## config.mk

```make
export PLATFORM = sky130hd
export DESIGN_NAME = seq_detect_prog
export DESIGN_NICKNAME = d
export VERILOG_FILES = /design/src/rtl/seq_detect_prog.sv
export SDC_FILE = /design/constraint.sdc
export NUM_CORES = 1
export LEC_CHECK = 0
export CAP_MARGIN = 20
export CORE_ASPECT_RATIO = 1.75
export CORE_MARGIN = 2
export CORE_UTILIZATION = 50
export DETAILED_ROUTE_END_ITERATION = 16
export GPL_ROUTABILITY_DRIVEN = 0
export GPL_TIMING_DRIVEN = 0
export PLACE_DENSITY = 0.76
export SKIP_CTS_REPAIR_TIMING = 1
export SYNTH_ARGS = -nofsm -noshare
export SYNTH_HDL_FRONTEND = slang
export SYNTH_SLANG_ARGS = --single-unit
```

## constraint.sdc

```tcl
create_clock -name clk -period 4.7 [get_ports clk]
set_input_delay 0.94 -clock clk [delete_from_list [all_inputs] [get_ports clk]]
set_output_delay 0.94 -clock clk [all_outputs]
set_load 0.02 [all_outputs]
```

## src/rtl/seq_detect_prog.sv

```systemverilog
// Runtime-programmable serial bit-sequence detector. A shift register and fill counter
// compare the last len_r accepted bits against a loaded pattern.
module seq_detect_prog #(
    parameter  int MAX_LEN = 8,
    parameter  int CNT_W   = 8,
    localparam int LEN_W   = $clog2(MAX_LEN + 1)
) (
    input  logic               clk,
    input  logic               rst,
    input  logic               din,
    input  logic               din_valid,
    input  logic               cfg_load,
    input  logic [MAX_LEN-1:0] cfg_pat,
    input  logic [LEN_W-1:0]   cfg_len,
    input  logic               cfg_overlap,
    input  logic               cnt_clr,
    output logic               match,
    output logic [CNT_W-1:0]   match_cnt,
    output logic               busy_fill
);
    logic [MAX_LEN-1:0] pat_r, hist, hist_n, mask;
    logic [LEN_W-1:0]   len_r, fill, fill_n, len_clamp;
    logic               accept, hit;

    always_comb begin
        accept    = din_valid && !cfg_load;
        hist_n    = {hist[MAX_LEN-2:0], din};
        fill_n    = (fill == LEN_W'(MAX_LEN)) ? fill : fill + 1'b1;
        len_clamp = (cfg_len > LEN_W'(MAX_LEN)) ? LEN_W'(MAX_LEN) : cfg_len;
        mask      = '0;
        for (int i = 0; i < MAX_LEN; i++)
            mask[i] = (i < int'(len_r));
        // Only the low len_r bits take part; older history is ignored.
        hit = accept && (len_r != '0) && (fill_n >= len_r) &&
              ((hist_n & mask) == (pat_r & mask));
    end

    always_ff @(posedge clk) begin
        if (rst) begin
            pat_r     <= '0;
            len_r     <= '0;
            hist      <= '0;
            fill      <= '0;
            match     <= 1'b0;
            match_cnt <= '0;
        end else begin
            match <= 1'b0;
            if (cfg_load) begin
                pat_r <= cfg_pat;
                len_r <= len_clamp;
                hist  <= '0;
                fill  <= '0;
            end else if (accept) begin
                match <= hit;
                if (hit && !cfg_overlap) begin
                    hist <= '0;
                    fill <= '0;
                end else begin
                    hist <= hist_n;
                    fill <= fill_n;
                end
            end
            // Clear beats a same-cycle hit; the counter never wraps.
            if (cnt_clr)
                match_cnt <= '0;
            else if (hit && (match_cnt != {CNT_W{1'b1}}))
                match_cnt <= match_cnt + 1'b1;
        end
    end

    assign busy_fill = (len_r != '0) && (fill < len_r);
endmodule

```

Word level (Yosys, flattened, before mapping)
Cells that the tools add are included.

Output and inout bits: 10. Input bits: 19. Logic and storage cells: 42. Bits in registers: 32.

Magnitude comparators: 11. Bitwise gates (word level): 3. Reductions and logical operators: 13. Eq/ne operators: 3. Muxes and demuxes: 4. Add/sub/neg operators: 2.

Operators by type and width (number): $and A8 B8 Y8 (2); $lt A3 B4 Y1 const A (4); $mux W4 (3); $add A8 B1 Y8 const B (1); $eq A8 B8 Y1 (1); $lt A1 B4 Y1 const A (2); $lt A2 B4 Y1 const A (2); $ne A8 B8 Y1 const B (1); $logic_and A1 B1 Y1 (7); $mux W7 (1); $add A4 B1 Y4 const B (1); $eq A4 B4 Y1 const B (1); $ge A4 B4 Y1 (1); $gt A4 B4 Y1 const B (1); $lt A4 B4 Y1 (1); $reduce_bool A4 Y1 (1); $reduce_or A2 Y1 (2); $reduce_or A3 Y1 (1); $logic_not A1 Y1 (2); $not A1 Y1 (1).

Logic depth before layout (Yosys ltp)
Depth in word-level cells: 7. Gate-level depth with buffers: 14. Gate-level depth less buffers: 12.

Worst setup path before layout
No wires, ideal clock.

Kind: input to register. From: input cfg_load. To: register match_cnt[5]. Path slack: 1.723 ns. Path buffers: 2. Data arrival time: 2.907 ns. Library setup time: 0.070 ns. Data required time: 4.630 ns. Stages on the path: 8. Cells stage by stage: buf_6 > nand2b_1 > a211oi_1 > or4b_1 > or3b_1 > clkbuf_2 > or4_1 > a21oi_1.

Word-level cells in the longest chain between the ends: 6.

RTL lines: start, declared (RTL line 12) `input logic cfg_load,`; $logic_not A1 Y1 (RTL line 26) `accept = din_valid && !cfg_load;`; $logic_and A1 B1 Y1 (RTL line 26); $logic_and A1 B1 Y1 (3 in series) (RTL line 34) `hit = accept && (len_r != '0) && (fill_n >= len_r) &&`; $logic_and A1 B1 Y1 (RTL line 66) `else if (hit && (match_cnt != {CNT_W{1'b1}}))`; end signal, assigned (RTL line 67) `match_cnt <= match_cnt + 1'b1;`; end, declared (RTL line 18) `output logic [CNT_W-1:0] match_cnt,`.

No other way between the ends. A chain may end at the register's enable or synchronous reset.

Worst setup path in the final report
From: input din_valid. To: register match_cnt[6].

Word-level cells in the longest chain between the ends: 5.

RTL lines: start, declared (RTL line 11) `input logic din_valid,`; $logic_and A1 B1 Y1 (RTL line 26); $logic_and A1 B1 Y1 (3 in series) (RTL line 34); $logic_and A1 B1 Y1 (RTL line 66).

No other way between the ends.

==> impl_results.md <==
- RSZ-0062 raised after global routing: false
- TritonCTS clock tree: done
- Critical path startpoint category: input port
- Rel. slew slack: 55.9%
- Final HPWL DP: 2.95 mm
- Crit path required time: 4.87 ns
- Setup ws final: 1.29 ns
- Seq pwr share: 46.9%
- Top cells by area, synth: dfxtp_1 39%, ha_1 7.6%, mux2i_1 6.1%, a22o_1 5.3%, nor2_1 3.2%
- Combinational share of power: 10.2%
- Leakage: 0.796 nW
- Die area: 3770 sq um
- Crit path capture type: register
- P_sw: 141 uW
- DR pass1 iterations: 4
- Max-slew violation count: 0
- First-pass GRT wire length: 6.31 mm
- Unique masters post-synth: 41
- Root buf cell: clkbuf_8
- R2R Setup Slk: 1.69 ns
- Status: complete, no violations
- Die W: 47.3 um
- Syn. warnings: 0
- Areal power density over the cells: 294 nW/um^2
- Final-report hold violation count: 0
- Vias in the first global route: 1505
- Area leader, netlist: dfxtp_1
- Cells after synthesis: 178
- Ant diodes: 0
- Fin crit period: 3.41 ns
- Die height: 79.7 um
- Int Pwr: 468 uW
- Switch share: 23.1%
- Clock transition at the registers of the reported paths: 0.07 ns
- # IOs: 29
- Final period utilization: 72.6%
- Sequential area share after synthesis: 39.1%
- DRT Wirelength: 3.78 mm
- Post-DRT Antenna Nets: 0
- Post-synthesis register bit count: 32
- Worst Path Buf+Inv: 3
- Initial DRC count: 43
- Port Buffer Count: 26
- Rows: 27
- Grt ovf: 0
- Fillers: 284
- Asr flop ratio synth: 0%
- Final-stage net count: 241
- Setup TNS: 0 ns
- Endpoints failing setup: 0
- Final core utilization: 65.8%
- Crit path kind: in2reg
- Post-synth EDFFs: 0
- Cell Area, Synth: 1640 sq um
- Crit path max fanout: 10
- Worst-margin pin slew: 0.661 ns
- Syn_nets: 207
- GR Util All Layers: 23.7%
- Worst VDD drop: 0.288 mV
- TritonCTS Buffers: 5
- Top_reg_cell synth: dfxtp_1
- Core Area: 3140 sq um
- Skew final: 0.00305 ns
- Fmax: 293 MHz
- Arrival time worst endpoint: 3.58 ns
- Crit-path slowest cell: clkdlybuf4s50_1
- Top post-synthesis cells by count: 32 x dfxtp_1, 14 x nor2_1, 10 x a22o_1, 10 x ha_1, 10 x mux2i_1
- Most common cell in the synthesized netlist: dfxtp_1
- Placed Cells: 247
- CTS Buffer Depth: 2
- H-tree level count: 2
- Non-Filler Instances: 256
- Post-place setup slack: 1.01 ns
- DRC violations left: 0
- Storage cell area: 641 sq um
- Worst Hold Class: reg2reg
- Area grow syn2layout: 26.3%
- Ratio of cells with drive above 1 in the final layout: 7.04%
- Syn avg cell area: 9.20 sq um
- Starting Density: 52.1%
- Via count: 1472
- Multi-input gate area: 925 sq um
- Clock Sinks: 32
- Max-cap violations: 0
- Via density: 5.75
- CP max stage delay: 0.57 ns
- Crit-path cells: clkdlybuf4s50_1 > nand2b_1 > a211oi_1 > or4b_1 > or3b_1 > clkbuf_2 > clkbuf_1 > nor4b_1 > nor3_1
- Fin area: 2070 sq um
- Clk pwr share: 42.9%
- Wire per inst: 14.8 um
- Worst-Skew Late Latency: 0.29 ns
- CP top delay family: simple AND/OR/NAND/NOR gates
- Post-synth top area share: 39.1%
- Largest net degree at the start of global routing: 12
- Placed inst area: 1950 sq um
- Initial antenna violation count: 0
-- registers in the layout, indices dropped and copies added (netlist names) --
name	count
match	1
match_cnt	8
hist	7
fill	4
pat_r	8
len_r	4
-- metrics by stage --
step	hold slack, ns	total power, mW
4_1_cts	0.517	0.615
3_3_place_gp	0.496	0.350
2_1_floorplan	0.470	0.326
5_1_grt	0.537	0.635
3_5_place_dp	0.507	0.353
6_report	0.515	0.608
-- cell families after synthesis --
| kind of cell | count (synthesis) | share of synthesized area, % |
|---|---|---|
| compound gates | 42 | 18.6 |
| simple gates | 56 | 18.2 |
| buf+inv | 17 | 4.43 |
| flops | 32 | 39.1 |
| xor+xnor | 11 | 5.88 |
| fa+ha+maj | 10 | 7.64 |
| mux | 10 | 6.11 |
-- worst reg2reg max path, delay by kind of cell (launching register included) --
family	cells	cell delay [ns]
fa+ha+maj	2	0.48
flops	1	0.41
simple gates	6	1.03
compound gates	2	0.31
buf+inv	3	0.53
xor+xnor	1	0.15
-- final timing paths --
| check | from | end | cells after the start |
|---|---|---|---|
| setup / recovery | din_valid | match_cnt[6]$_SDFFE_PP0P_ | 9 |
| hold / removal | match_cnt[5]$_SDFFE_PP0P_ | match_cnt[5]$_SDFFE_PP0P_ | 2 |
| setup reg to reg | fill[0]$_SDFFE_PP0P_ | match_cnt[6]$_SDFFE_PP0P_ | 14 |
| hold reg to reg | match_cnt[5]$_SDFFE_PP0P_ | match_cnt[5]$_SDFFE_PP0P_ | 2 |
-- area by class of cell --
cell class / instances / share of cell area, %
inverter: 9 / 1.63
clock inverter: 3 / 2.06
timing repair buffer: 27 / 12.8
clock buffer: 5 / 3.33
buffer: 8 / 1.88
sequential: 32 / 31.0
multi-input combinational: 129 / 44.7
tap: 43 / 2.60
-- cells in the final DEF, fill, tap and decap left out, types with 6 or more instances in the layout --
cell type | Yosys | final
mux2i_1 | 10 | 10
a21oi_1 | 7 | 7
dfxtp_1 | 32 | 32
nand2_1 | 7 | 7
ha_1 | 10 | 10
clkbuf_1 | 6 | 6
inv_1 | 9 | 9
nor2_1 | 14 | 14
a22o_1 | 10 | 10
nand3_1 | 7 | 7
xnor2_1 | 6 | 6
clkdlybuf4s50_1 | 0 | 26
-- per-layer routing --
metal | global-route usage (%) | share of wire [%] | up-vias
met5 | 0 | 0 | -
li1 | - | - | 721
met2 | 42.8 | 57 | 42
met1 | 20.8 | 35 | 695
met3 | 6.56 | 4.1 | 14
met4 | 15.0 | 3.8 | 0
-- power by group through the flow --
stage | registers (mW) | logic (mW) | clock network, mW
final | 0.285 | 0.0623 | 0.261
after global routing | 0.286 | 0.0690 | 0.280
after CTS | 0.285 | 0.0622 | 0.268
after detailed placement | 0.291 | 0.0619 | 0
after global placement | 0.291 | 0.0595 | 0
after floorplan | 0.289 | 0.0369 | 0
Note: power is estimated with default switching activity, not from simulation.
